<file path="src/rtl/wallace_pkg.sv">
// Shared constants and state encoding for the six-operand 8-bit Wallace tree front end.
`default_nettype none

package wallace_pkg;
  localparam int N_OPS  = 6;
  localparam int OP_W   = 8;
  localparam int SUM_W  = 11;
  localparam int TREE_W = 10;
  localparam int CNT_W  = 3;

  typedef enum logic [1:0] {
    COLLECT = 2'd0,
    SUM     = 2'd1,
    HOLD    = 2'd2
  } state_t;
endpackage

`default_nettype wire

</file>
<file path="src/rtl/operand_slot_bank.sv">
// Six 8-bit operand slots with indexed write, synchronous clear and bit-major read-out.
`default_nettype none

module operand_slot_bank
  import wallace_pkg::*;
(
  input  logic                           clk,
  input  logic                           rst_n,
  input  logic                           wr_en,
  input  logic [CNT_W-1:0]               wr_idx,
  input  logic [OP_W-1:0]                wr_data,
  input  logic                           clr,
  output logic [OP_W-1:0][N_OPS-1:0]     x
);

  logic [N_OPS-1:0][OP_W-1:0] slots;

  for (genvar k = 0; k < N_OPS; k++) begin : g_slot
    always_ff @(posedge clk or negedge rst_n) begin
      if (!rst_n) begin
        slots[k] <= '0;
      end else if (clr) begin
        slots[k] <= '0;
      end else if (wr_en && (wr_idx == CNT_W'(k))) begin
        slots[k] <= wr_data;
      end
    end
  end

  // Transpose: the tree consumes one column of six bits per bit position.
  for (genvar b = 0; b < OP_W; b++) begin : g_bit
    for (genvar k = 0; k < N_OPS; k++) begin : g_op
      assign x[b][k] = slots[k][b];
    end
  end

endmodule

`default_nettype wire

</file>
<file path="src/rtl/operand_collector.sv">
// Buffers up to six operands, feeds them transposed to the Wallace tree and returns the
// registered 11-bit sum; a serial running sum supplies bit 10 and cross-checks the tree.
`default_nettype none

module operand_collector
  import wallace_pkg::*;
(
  input  logic                        clk,
  input  logic                        rst_n,
  input  logic                        in_valid,
  output logic                        in_ready,
  input  logic [OP_W-1:0]             in_data,
  input  logic                        in_last,
  output logic [OP_W-1:0][N_OPS-1:0]  tree_x,
  input  logic [TREE_W-1:0]           tree_s,
  output logic                        out_valid,
  input  logic                        out_ready,
  output logic [SUM_W-1:0]            out_sum,
  output logic [CNT_W-1:0]            out_count,
  output logic                        out_err
);

  state_t             state, next_state;
  logic [CNT_W-1:0]   cnt;
  logic [SUM_W-1:0]   run_sum;
  logic               accept;
  logic               group_done;
  logic               out_fire;

  always_comb begin
    in_ready   = (state == COLLECT);
    accept     = in_valid && in_ready;
    group_done = accept && (in_last || (cnt == CNT_W'(N_OPS - 1)));
    out_fire   = out_valid && out_ready;
    next_state = state;
    case (state)
      COLLECT: if (group_done) next_state = SUM;
      SUM:     next_state = HOLD;
      HOLD:    if (out_fire) next_state = COLLECT;
      default: next_state = COLLECT;
    endcase
  end

  always_ff @(posedge clk or negedge rst_n) begin
    if (!rst_n) begin
      state <= COLLECT;
    end else begin
      state <= next_state;
    end
  end

  always_ff @(posedge clk or negedge rst_n) begin
    if (!rst_n) begin
      cnt     <= '0;
      run_sum <= '0;
    end else if (out_fire) begin
      cnt     <= '0;
      run_sum <= '0;
    end else if (accept) begin
      cnt     <= cnt + CNT_W'(1);
      run_sum <= run_sum + SUM_W'(in_data);
    end
  end

  operand_slot_bank u_slots (
    .clk     (clk),
    .rst_n   (rst_n),
    .wr_en   (accept),
    .wr_idx  (cnt),
    .wr_data (in_data),
    .clr     (out_fire),
    .x       (tree_x)
  );

  // The tree only produces 10 bits; bit 10 comes from the running sum.
  always_ff @(posedge clk or negedge rst_n) begin
    if (!rst_n) begin
      out_valid <= 1'b0;
      out_sum   <= '0;
      out_count <= '0;
      out_err   <= 1'b0;
    end else if (state == SUM) begin
      out_valid <= 1'b1;
      out_sum   <= {run_sum[SUM_W-1], tree_s};
      out_count <= cnt;
      out_err   <= (tree_s != run_sum[TREE_W-1:0]);
    end else if (out_fire) begin
      out_valid <= 1'b0;
    end
  end

endmodule

`default_nettype wire
</file>
<file path="config.mk">
export PLATFORM = sky130hd
export DESIGN_NAME = operand_collector
export DESIGN_NICKNAME = d
export VERILOG_FILES = /design/src/rtl/wallace_pkg.sv /design/src/rtl/operand_slot_bank.sv /design/src/rtl/operand_collector.sv
export SDC_FILE = /design/constraint.sdc
export NUM_CORES = 1
export LEC_CHECK = 0
export ABC_AREA = 1
export CAP_MARGIN = 10
export CORE_ASPECT_RATIO = 0.6
export CORE_MARGIN = 3
export CORE_UTILIZATION = 30
export CTS_BUF_LIST = sky130_fd_sc_hd__clkbuf_16
export DETAILED_ROUTE_END_ITERATION = 16
export HOLD_SLACK_MARGIN = 0.06
export PLACE_DENSITY_LB_ADDON = 0.12
export SLEW_MARGIN = 20
export SYNTH_ARGS = -nofsm -noshare
export SYNTH_HDL_FRONTEND = slang
export SYNTH_SLANG_ARGS = --single-unit
</file>
<file path="constraint.sdc">
create_clock -name clk -period 2.3 [get_ports clk]
set_input_delay 0.46 -clock clk [delete_from_list [all_inputs] [get_ports clk]]
set_output_delay 0.46 -clock clk [all_outputs]
set_load 0.01 [all_outputs]
</file>
# After elaboration in Yosys (flattened, before gate mapping)
# Cells that the tools add are included.
# W data, S select, Z words.
# classes
add_sub_neg	2
eq_ne	10
mux	21
reduce_logical	21
# ops
op	count
$mux W8	12
$mux W11	2
$reduce_bool A2 Y1	8
$add A11 B8 Y11	1
$ne A10 B10 Y1	1
$logic_and A1 B1 Y1	9
$eq A3 B2 Y1 const B	2
$eq A3 B3 Y1 const B	2
$mux W3	2
$pmux W2 S3	1
$mux W2	2
$add A3 B1 Y3 const B	1
$eq A3 B1 Y1 const B	1
$logic_not A3 Y1	1
$eq A2 B1 Y1 const B	1
$eq A2 B2 Y1 const B	1
$logic_not A2 Y1	1
$mux W1	2
$ne A2 B1 Y1 const B	1
$ne A2 B2 Y1 const B	1
$reduce_and A2 Y1	1
$logic_or A1 B1 Y1	1
# totals
reg_bits	80
in_bits	23

# Logic depth before layout (Yosys ltp)
# depth
depth_word	5
mapped_depth	9
depth_no_buf	9

# Modules after synthesis
# Synthesis repeated with hierarchy kept, for this count alone.
# hier_totals
cells_unflattened	474
area_unflattened_um2	3885.0
# by_module_without_submodules
mod	n_inst	cells_per_inst	area_per_inst_um2	seq_area_each_um2
operand_slot_bank	1	241	2033.2	1201.2
operand_collector	1	233	1851.8	800.8

# Worst setup path before layout
# Ideal clock, no wire load.
# synth_path
path_kind	input-to-reg
start	in in_data[0]
end	reg run_sum[8]
setup_ns	0.119
t_arrival_ns	1.591
setup_slack_ns	0.590
stages	8
cell_sequence	ha_1 > fa_1 > nand2_1 > nand3_1 > nand3_1 > nand2_1 > a21oi_1 > nor2_1
# synth_via
elab_chain_cells	3
# synth_rtl
item	line_no	text
from (decl)	operand_collector.sv:12	input logic [OP_W-1:0] in_data,
$add A11 B8 Y11	operand_collector.sv:61	run_sum <= run_sum + SUM_W'(in_data);
$mux W11	operand_collector.sv:59	end else if (accept) begin
$mux W11	operand_collector.sv:56	end else if (out_fire) begin
to (signal assigned)	operand_collector.sv:61	
to (decl)	operand_collector.sv:25	logic [SUM_W-1:0] run_sum;
# No other way between the ends. The select of a mux whose other input is x is not followed.
# A chain may end at the register's enable or synchronous reset.

# Worst setup path in the final report
# Same ends and word-level chain as after synthesis.

==> out/summary.md <==
After detailed placement, the design holds a cell count of 726. Summed over all layers, the global routing overflow is 0. The most common cell in the synthesized netlist is nand2_1. Once detail routing completed, the nets flagged for antenna violations numbered 0. Initial antenna violation count: 0. For this run, asynchronously set or reset flops after synthesis account for 100%. For the maximum number of pins on one net before global-route repair, the log shows 43.

Counting instances in the post-synthesis netlist gives the leading cell types as 137 x nand2_1, 84 x inv_1, 80 x dfrtp_1. The area share of the leading cell type in the synthesized netlist is 51.5%, and the worst setup timing slack at the placement stage is -0.0242 ns. The sequential cells in the finished layout cover a total of 2000 µm². The region available for standard cell placement spans 12400 µm². The first-pass GRT wire length is 17500 µm. The synthesized netlist occupies a cell area of 3890 µm².

The global-route total usage across every layer was 15.7%. Count of final max-slew check failures: 0. 88 I/O pins were placed. By area the synthesized netlist is led by dfrtp_1 51%, nand2_1 13%, inv_1 8.1%.

Clock-pin slew on the worst setup and hold paths: 0.06 ns. The share of cells above drive strength 1 came out at 7.97%. Of all nets on the critical path, the largest fanout is 4. The run gives 1510 µm² as the total area of multi-input combinational cells. The flow ran to the end, and the final reports show no timing, DRC or antenna violations. The floorplan step set the die height to 94.2 µm. The actual slew at the worst max-slew pin came out at 0.674 ns. After layout, the design draws a total of 7.16 mW. Once the floorplan was initialized, standard cells occupied 31.4% of the core. The worst setup path is launched from an input pin.

Dividing the detail-routed wire length by the instance count gives 14.5 µm. The endpoint identified for the worst register-to-register timing path is run_sum[8]. The sequential-to-total area share from yosys stat was 51.5%; the max capacitance violation total was 0. The finished layout holds 742 standard cells, fillers aside. The floorplan step defined a die boundary enclosing 14400 µm². The total via count after detailed routing came out at 3244.

The run gives 0.34 ns as the insertion delay to the later sink of the worst-skew pair. Start-to-end type of the worst setup path: input pin to flip-flop. For this block, the initial DRC count from the detailed router was 201. After floorplanning, the core was divided into 31 placement rows.

For this design, the sink count on the clock tree is 80. The biggest area contributor in the post-synthesis netlist is dfrtp_1. For the number of buffers inserted by hold repair at cts, the log shows 0. Of the available clock period, the critical path in the final layout requires 85.6%.

The depth of the most critical reg-to-reg path came out at 9. The launch point of the worst reg-to-reg path is run_sum[0]. At the end of the flow, the number of nets in the layout was 609. The tools report the number of hold-slack violations in the final timing report as 0. Predominant post-synthesis flop cell: dfrtp_1. The shortest period the worst path allows is 1.97 ns, and the count of input and output buffers is 87. In the routed design, unresolved DRC markers number 0. The fmax was 0.508 GHz; the placed wire-length estimate after detailed placement was 8110 µm. The synthesis-stage register bit count was 80; the maximum clock path buffer count was 2. The H-tree was split into 3 levels. Synthesis produced a netlist with a net count of 506. The repair_antennas step left the layout with diodes totalling 0. The post-place instance area is 5030 µm², and the number of global-route vias before repair is 3265. The class of the tightest hold or removal check was input pin to asynchronous set/reset pin. The mean post-synth cell area was 8.29 µm²; the total length of routed wires was 10800 µm. Walking the worst path, the cells encountered are clkdlybuf4s50_1 -> ha_1 -> fa_1 -> nand2_1 -> nand3_1 -> nand3_1 -> nand2_1 -> nand3_1 -> nand2_1 -> nor2_1.

Routability-driven placement finished with a final weighted congestion of 0.831. The number of fillers in the final layout is 1253, and the gate count of the mapped netlist is 469. The worst path arrival time was 2.23 ns. The cell sitting at the root of the clock tree is a clkbuf_16. After synthesis, the netlist uses 26 different library cells. The number of buffer and inverter stages on the critical path is 1, and the post-cts resize count is 0. The worst endpoint required time came out at 2.56 ns. VDD sags by at most 0.490 mV.

Summed over all cells, the static leakage comes to 2.58 nW. The area growth from synthesis to layout was 37.1%; the number of buffers inserted by post-CTS setup repair was 0. The tools report the remaining max-slew budget at the tightest pin as 55.0%. For this design the ratio of total power to cell area is 1340 nW/µm². The largest individual stage delay along the critical path comes from the cell clkdlybuf4s50_1. The number of warning messages in the yosys log is 0, and the total CTS buffers is 9.

Setup repair after global routing left no endpoint under its margin. Register-to-register path setup slack: 0.47 ns. Across the routed clock network, the largest skew measured is 0.00920 ns. The finished cells cover 5330 µm². The worst path setup slack after routing was 0.331 ns; the number of detailed-route iterations in the first pass was 4.

In the routed layout, each cell is associated on average with a via count of 4.37. The largest incremental delay on the critical path works out to 0.42 ns. STA classifies the critical path endpoint as a flip-flop. TritonCTS built the clock tree. The final count of negative-setup-slack endpoints was 0.

In this run, synthesis inferred 0 flip-flops with an integrated enable. Broken down by cell family, the worst path's largest delay share belongs to simple AND/OR/NAND/NOR gates. The die is 153 µm wide.
## per-layer routing
layer | global-route usage (%) | vias up | routed length (µm) | part of all wire [%]
met5 | 0 | - | 0 | 0
met4 | 3.56 | 0 | 80 | 0.74
met3 | 4.69 | 7 | 797 | 7.4
met2 | 22.1 | 91 | 4250 | 39
met1 | 23.4 | 1493 | 5650 | 52
li1 | - | 1653 | - | -
## worst reg2reg max path, cell delays in order, from the launching register on
cell     delay [ns]
dfrtp_1        0.41
ha_1           0.24
fa_1           0.42
nand2_1        0.09
nand3_1        0.13
nand3_1        0.10
nand2_1        0.10
nand3_1        0.09
nand2_1        0.06
nor2_1         0.11
## cells by family after synthesis
kind of cell / count (synthesis) / synth area share (%)
AO/OA/AOI/OAI: 77 / 11.8
XOR/XNOR: 6 / 1.35
adder cells (fa/ha/maj): 14 / 4.70
buffers and inverters: 95 / 9.78
flip-flops: 80 / 51.5
AND/OR/NAND/NOR: 197 / 20.8
## metrics by stage
stage	hold slack, ns	setup TNS [ns]	utilization (%)
2_1_floorplan	0.164	0	-
3_3_place_gp	0.460	0	40.6
3_5_place_dp	0.462	-0.0242	40.6
4_1_cts	0.134	0	43.1
5_1_grt	0.149	0	43.1
6_report	0.121	0	43.1
## power breakdown
| part | switching [mW] | leakage [nW] | internal [mW] | total [mW] |
|---|---|---|---|---|
| logic | 1.65 | 1.45 | 1.55 | 3.20 |
| clock network | 0.623 | 0.136 | 0.852 | 1.47 |
| registers | 0.441 | 1.00 | 2.05 | 2.49 |
## cell type report
class,instances,area share [%]
timing repair buffer,102,18.6
clock inverter,7,1.50
clock buffer,9,4.22
multi-input combinational,294,28.2
inverter,85,5.98
sequential,80,37.5
tap,165,3.87
## cells in the final DEF, fill, tap and decap left out, types with 2 or more instances in the layout
cell type	instances
o21ai_2	2
buf_4	15
clkbuf_16	9
o21ai_4	3
dfrtp_1	80
ha_1	13
clkinvlp_4	4
a21oi_1	9
nor2_1	24
nand3_1	26
nand2_2	3
nor2_4	2
nand2_1	137
o31ai_4	2
nor3_1	2
xor2_1	5
o21ai_0	60
clkdlybuf4s50_1	86
inv_1	84
## worst max path at each step
stage | start | cells past startpoint | slack [ns] | endpoint
2_1_floorplan | in_data[0] | 8 | 0.59 | run_sum[8]
3_3_place_gp | in_data[0] | 9 | 0.02 | run_sum[10]
3_5_place_dp | in_data[0] | 10 | -0.02 | run_sum[8]
4_1_cts | in_data[0] | 10 | 0.33 | run_sum[8]
5_1_grt | in_data[0] | 9 | 0.20 | run_sum[8]
6_report | in_data[0] | 10 | 0.33 | run_sum[8]
## flip-flops by register name, indices dropped and copies added, names as in the netlist
| name | cells |
|---|---|
| out_count | 3 |
| state | 2 |
| out_valid | 1 |
| cnt | 3 |
| out_sum | 11 |
| u_slots.x | 48 |
| run_sum | 11 |
| out_err | 1 |
Power figures use the tool's default switching activity.
